[src/rtl/seg7_scan_ctrl.sv]
`default_nettype none
// ============================================================================
// Module   : seg7_scan_ctrl
// Desc     : Time-multiplexed 7-segment scanner with double-buffered display
//            data, frame-aligned load handshake and a blanking guard at the
//            start of every digit slot. Define SEG7_DIM_EN for BRIGHT dimming.
// Revision : 1.0  initial release
// ============================================================================
module seg7_scan_ctrl #(
    parameter int NUM_DIGITS     = 4,
    parameter int DIGIT_CYCLES   = 8192,
    parameter int BLANK_CYCLES   = 1024,
    parameter bit SEG_ACTIVE_LOW = 1'b1,
    parameter bit CS_ACTIVE_LOW  = 1'b1
) (
    input  logic                    CLK,
    input  logic                    RST,
    input  logic [4*NUM_DIGITS-1:0] HEX_IN,
    input  logic [NUM_DIGITS-1:0]   DP_IN,
    input  logic [NUM_DIGITS-1:0]   DIG_EN,
    input  logic                    LOAD,
`ifdef SEG7_DIM_EN
    input  logic [3:0]              BRIGHT,
`endif
    output logic [7:0]              SEG,
    output logic [NUM_DIGITS-1:0]   SEG7_CS,
    output logic                    FRAME_SYNC,
    output logic                    LOAD_ACK
);

    localparam int c_SLOT_W = $clog2(DIGIT_CYCLES);
    localparam int c_IDX_W  = (NUM_DIGITS > 1) ? $clog2(NUM_DIGITS) : 1;
    localparam int c_LEN_W  = c_SLOT_W + 5;
    localparam logic [7:0]            c_SEG_OFF = {8{SEG_ACTIVE_LOW}};
    localparam logic [NUM_DIGITS-1:0] c_CS_OFF  = {NUM_DIGITS{CS_ACTIVE_LOW}};

    logic [c_SLOT_W-1:0]     r_slot_cnt;
    logic [c_IDX_W-1:0]      r_digit_idx;
    logic [4*NUM_DIGITS-1:0] r_sh_hex, r_act_hex;
    logic [NUM_DIGITS-1:0]   r_sh_dp, r_act_dp;
    logic [NUM_DIGITS-1:0]   r_sh_en, r_act_en;
    logic                    r_pending;

    logic                    w_slot_wrap;
    logic                    w_frame_start;
    logic                    w_lit_win;
    logic                    w_on;
    logic [3:0]              w_nib;
    logic [7:0]              w_seg_hi;
    logic [NUM_DIGITS-1:0]   w_cs_hi;

    function automatic logic [6:0] decode_hex(input logic [3:0] nib);
        case (nib)
            4'h0:    decode_hex = 7'h3F;
            4'h1:    decode_hex = 7'h06;
            4'h2:    decode_hex = 7'h5B;
            4'h3:    decode_hex = 7'h4F;
            4'h4:    decode_hex = 7'h66;
            4'h5:    decode_hex = 7'h6D;
            4'h6:    decode_hex = 7'h7D;
            4'h7:    decode_hex = 7'h07;
            4'h8:    decode_hex = 7'h7F;
            4'h9:    decode_hex = 7'h6F;
            4'hA:    decode_hex = 7'h77;
            4'hB:    decode_hex = 7'h7C;
            4'hC:    decode_hex = 7'h39;
            4'hD:    decode_hex = 7'h5E;
            4'hE:    decode_hex = 7'h79;
            default: decode_hex = 7'h71;
        endcase
    endfunction

    assign w_slot_wrap   = (r_slot_cnt == c_SLOT_W'(DIGIT_CYCLES - 1));
    assign w_frame_start = (r_slot_cnt == '0) && (r_digit_idx == '0);

    always_ff @(posedge CLK) begin
        if (RST) begin
            r_slot_cnt  <= '0;
            r_digit_idx <= '0;
        end else if (w_slot_wrap) begin
            r_slot_cnt  <= '0;
            r_digit_idx <= (r_digit_idx == c_IDX_W'(NUM_DIGITS - 1)) ?
                           '0 : r_digit_idx + c_IDX_W'(1);
        end else begin
            r_slot_cnt  <= r_slot_cnt + c_SLOT_W'(1);
        end
    end

    // A LOAD coinciding with the frame boundary bypasses the shadow copy.
    always_ff @(posedge CLK) begin
        if (RST) begin
            r_sh_hex  <= '0;
            r_sh_dp   <= '0;
            r_sh_en   <= '0;
            r_act_hex <= '0;
            r_act_dp  <= '0;
            r_act_en  <= '0;
            r_pending <= 1'b0;
        end else begin
            if (LOAD) begin
                r_sh_hex <= HEX_IN;
                r_sh_dp  <= DP_IN;
                r_sh_en  <= DIG_EN;
            end
            if (w_frame_start) begin
                if (LOAD) begin
                    r_act_hex <= HEX_IN;
                    r_act_dp  <= DP_IN;
                    r_act_en  <= DIG_EN;
                end else if (r_pending) begin
                    r_act_hex <= r_sh_hex;
                    r_act_dp  <= r_sh_dp;
                    r_act_en  <= r_sh_en;
                end
                r_pending <= 1'b0;
            end else if (LOAD) begin
                r_pending <= 1'b1;
            end
        end
    end

`ifdef SEG7_DIM_EN
    logic [c_LEN_W-1:0] r_lit_len;
    logic [c_LEN_W-1:0] w_lit_prod;

    assign w_lit_prod = (c_LEN_W'(BRIGHT) + c_LEN_W'(1)) *
                        c_LEN_W'(DIGIT_CYCLES - BLANK_CYCLES);

    always_ff @(posedge CLK) begin
        if (RST) begin
            r_lit_len <= c_LEN_W'(DIGIT_CYCLES - BLANK_CYCLES);
        end else if (w_frame_start) begin
            r_lit_len <= w_lit_prod >> 4;
        end
    end

    assign w_lit_win = (c_LEN_W'(r_slot_cnt) - c_LEN_W'(BLANK_CYCLES)) < r_lit_len;
`else
    assign w_lit_win = 1'b1;
`endif

    assign w_nib    = r_act_hex[{r_digit_idx, 2'b00} +: 4];
    assign w_on     = (r_slot_cnt >= c_SLOT_W'(BLANK_CYCLES)) && w_lit_win &&
                      r_act_en[r_digit_idx];
    assign w_seg_hi = w_on ? {r_act_dp[r_digit_idx], decode_hex(w_nib)} : 8'h00;

    always_comb begin
        w_cs_hi = '0;
        for (int i = 0; i < NUM_DIGITS; i++) begin
            w_cs_hi[i] = w_on && (r_digit_idx == c_IDX_W'(i));
        end
    end

    // XOR with the off pattern converts active-high form to pin polarity.
    always_ff @(posedge CLK) begin
        if (RST) begin
            SEG        <= c_SEG_OFF;
            SEG7_CS    <= c_CS_OFF;
            FRAME_SYNC <= 1'b0;
            LOAD_ACK   <= 1'b0;
        end else begin
            SEG        <= w_seg_hi ^ c_SEG_OFF;
            SEG7_CS    <= w_cs_hi ^ c_CS_OFF;
            FRAME_SYNC <= w_frame_start;
            LOAD_ACK   <= w_frame_start && (LOAD || r_pending);
        end
    end

endmodule
`default_nettype wire
[config.mk]
export PLATFORM = sky130hd
export DESIGN_NAME = seg7_scan_ctrl
export DESIGN_NICKNAME = d
export VERILOG_FILES = /design/src/rtl/seg7_scan_ctrl.sv
export SDC_FILE = /design/constraint.sdc
export NUM_CORES = 1
export LEC_CHECK = 0
export CAP_MARGIN = 20
export CELL_PAD_IN_SITES_DETAIL_PLACEMENT = 1
export CELL_PAD_IN_SITES_GLOBAL_PLACEMENT = 1
export CORE_MARGIN = 3
export CORE_UTILIZATION = 38
export DETAILED_ROUTE_END_ITERATION = 12
export PLACE_DENSITY_LB_ADDON = 0.12
export SLEW_MARGIN = 5
export SYNTH_ARGS = -nofsm -noshare
export SYNTH_HDL_FRONTEND = slang
export SYNTH_SLANG_ARGS = --single-unit
[constraint.sdc]
create_clock -name CLK -period 2.06 [get_ports CLK]
set_input_delay 0.412 -clock CLK [delete_from_list [all_inputs] [get_ports CLK]]
set_output_delay 0.412 -clock CLK [all_outputs]
set_load 0.02 [all_outputs]
==> results.yml <==
finish:
  drive_above_1_share: 0.144
  n_antenna_cell: 0
  area_growth_pct: 23.1
  fin_nets: 415
  final_area_mm2: 0.00407
sta:
  finalClockSkew_ns: 0.0127
  slew_violations: 0
  fin_hold_ws_ns: 0.492
  fin_crit_sh: 0.950
  maxSlewHeadroom: 0.712
  hold_viol: 0
  setup-violations-final: 0
  period_minus_slack_ns: 1.96
  fmax_mhz: 511
  worst_slew_pin_slew_ns: 0.428
run:
  maxCapViolCount: 0
global_route:
  use_met2: 0.239
  grt_first_pass_wirelength_um: 12200
  use_met1: 0.208
  grt_util_all_layers: 0.154
  grt_use_met3: 0.0400
  globalRoute.busiestLayer: "met2"
  grt_pass1_vias: 2482
  antenna_found_initial: 0
  grt_max_degree: 30
  grt_overflow_total: 0
synthesis:
  ys_types: 40
  async_flop_share: 0
  yosysMostFrequentCell: "dfxtp_1"
  synth_mux_area_frac: 0.126
  synth.area.top_cells: "dfxtp_1, mux2i_1, a211oi_1"
  synth-seq-cells: 78
  avgSynthCellArea_um2: 9.93
  yosysTopAreaCellShare: 0.472
  synthSimpleGateAreaFrac: 0.145
  syn_nets: 372
  yosys_warnings: 0
  synth_top_flop_cell: "dfxtp_1"
  synth_top_family_by_area: "simple AND/OR/NAND/NOR gates"
  yosys.area_share.adder: 0.0454
  yosys.area.top_type: "dfxtp_1"
  synth_cells: 333
  synth-edff-count: 0
  yosysSeqAreaShare: 0.472
  synth_compound_area_frac: 0.128
  synth_xor_xnor_area_share: 0.0344
  synth_common_cells: "dfxtp_1, nor2_1, mux2i_1"
  netlist_area_mm2: 0.00331
outcome:
  status: "complete, no violations"
cts:
  cts_root_buffer: "clkbuf_8"
  cts_tree: "done"
  cts_buffers: 9
  path_clk_slew_ns: 0.08
  ctsLongestPathBuffers: 2
  clkSinkCount: 78
  htreeDepth: 3
  insertion_delay_ns: 0.36
power:
  powerDensity_mw_per_mm2: 793
  power.leakage_nw: 1.53
  vdd_drop_max_uv: 406
critical_path:
  reg2reg_slack_ns: 0.10
  cp-start-kind: "register"
  crit_path_end_kind: "register"
  reg2reg_to: "SEG[0]"
  r2r_cells: 8
  critPathMaxFanout: 4
  worst-setup-path-type: "register to register"
  regToRegStartpoint: "r_digit_idx[0]"
  cp.required_ns: 2.34
  worst_ep_arrival_time_ns: 2.24
route:
  drc: 0
  wl_per_cell_um: 14.7
  viasPerCell: 5.10
  drt_iter0_drc: 73
  ant_nets: 0
  drtPass1Iterations: 4
  num_vias: 2477
  drt_wl_total_um: 7160
place:
  io_buffers: 40
  dp_hpwl_um: 5210
  place_area_mm2: 0.00385
  gp_congestion: 0.800
worst_hold_path:
  hold_path_end: "SEG[7]"
  min_path_cells: 4
  hp-start: "RST"
  hold_path_class: "primary input to register"
die:
  num_rows: 33
  initial_core_util: 0.397
  dieArea_mm2: 0.00986
  die-height_um: 99.3
  ios: 41
  core_mm2: 0.00834
  die_w_um: 99.3
[report_power, final]
group	total, mW	internal (mW)	switching [mW]
logic	0.499	0.242	0.257
registers	1.67	1.60	0.0647
clock network	1.06	0.476	0.588
[sequential cells by signal, summed over array words and instances (netlist names)]
name         cells
FRAME_SYNC       1
LOAD_ACK         1
SEG              8
SEG7_CS          4
r_act_dp         4
r_act_en         4
r_act_hex       16
r_digit_idx      2
r_pending        1
r_sh_dp          4
r_sh_en          4
r_sh_hex        16
r_slot_cnt      13
[worst max-delay path, cell delays in order (launching register included)]
cell	delay [ns]
dfxtp_2	0.37
mux4_2	0.55
inv_1	0.11
ha_2	0.22
buf_4	0.13
nor2_1	0.05
a32oi_1	0.20
a22oi_1	0.12
o21ai_1	0.15
[cell usage in the layout, fill, tap and decap left out, types with 6 or more instances in the layout]
cell,instances
a211oi_1,24
a21oi_1,26
inv_1,10
xnor2_1,9
clkbuf_8,10
dfxtp_1,76
buf_4,15
mux2i_1,28
nor3_1,6
ha_1,10
clkdlybuf4s50_1,39
mux4_2,6
nand2_1,15
nor2_1,48
[cell type report]
cell class	instances	area [µm²]
Fill cell	965	4270
Tap cell	105	131
Timing Repair Buffer	57	539
Inverter	11	41.3
Sequential cell	78	1560
Multi-Input combinational cell	219	1610
Clock buffer	10	138
Clock inverter	6	45.0
[cells by family after synthesis]
kind of cell | count (synthesis)
buffers and inverters | 36
AOI/OAI and AO/OA | 64
muxes | 34
adders and majority gates | 12
DFF | 78
xor gates and xnor gates | 13
and+or+nand+nor | 96
[metal layers]
metal / up-vias / wire [µm]
met5: - / 0
met2: 36 / 3280
met1: 1177 / 3530
met4: 0 / 91
li1: 1256 / -
met3: 8 / 252
[through the flow]
stage | std cells | power [mW] | utilization | setup slack [ns] | setup TNS [ns]
after detailed placement | 470 | 2.20 | 0.462 | -0.00946 | -0.00946
after global routing | 486 | 3.40 | 0.488 | -0.00472 | -0.00472
after CTS | 486 | 3.27 | 0.484 | 0.0337 | 0
after global placement | 470 | 2.18 | 0.462 | 0.0776 | 0
after floorplan | 333 | 2.02 | - | 0.00388 | 0
final | 486 | 3.23 | 0.488 | 0.102 | 0
[worst max-delay path by stage]
stage	startpoint	endpoint	slack, ns
after global routing	r_digit_idx[0]	SEG[0]	-0.005
after global placement	r_digit_idx[0]	SEG[0]	0.08
after CTS	r_digit_idx[0]	SEG[0]	0.03
final	r_digit_idx[0]	SEG[0]	0.10
after floorplan	r_digit_idx[0]	SEG[0]	0.004
after detailed placement	r_digit_idx[0]	SEG[0]	-0.009
[timing repair]
item	in CTS	in global routing
buffers inserted	0	0
pin swaps	0	0
setup endpoints to repair	1	6
gates resized for setup	2	9
hold buffers	0	0
(Power assumes the default switching activity.)
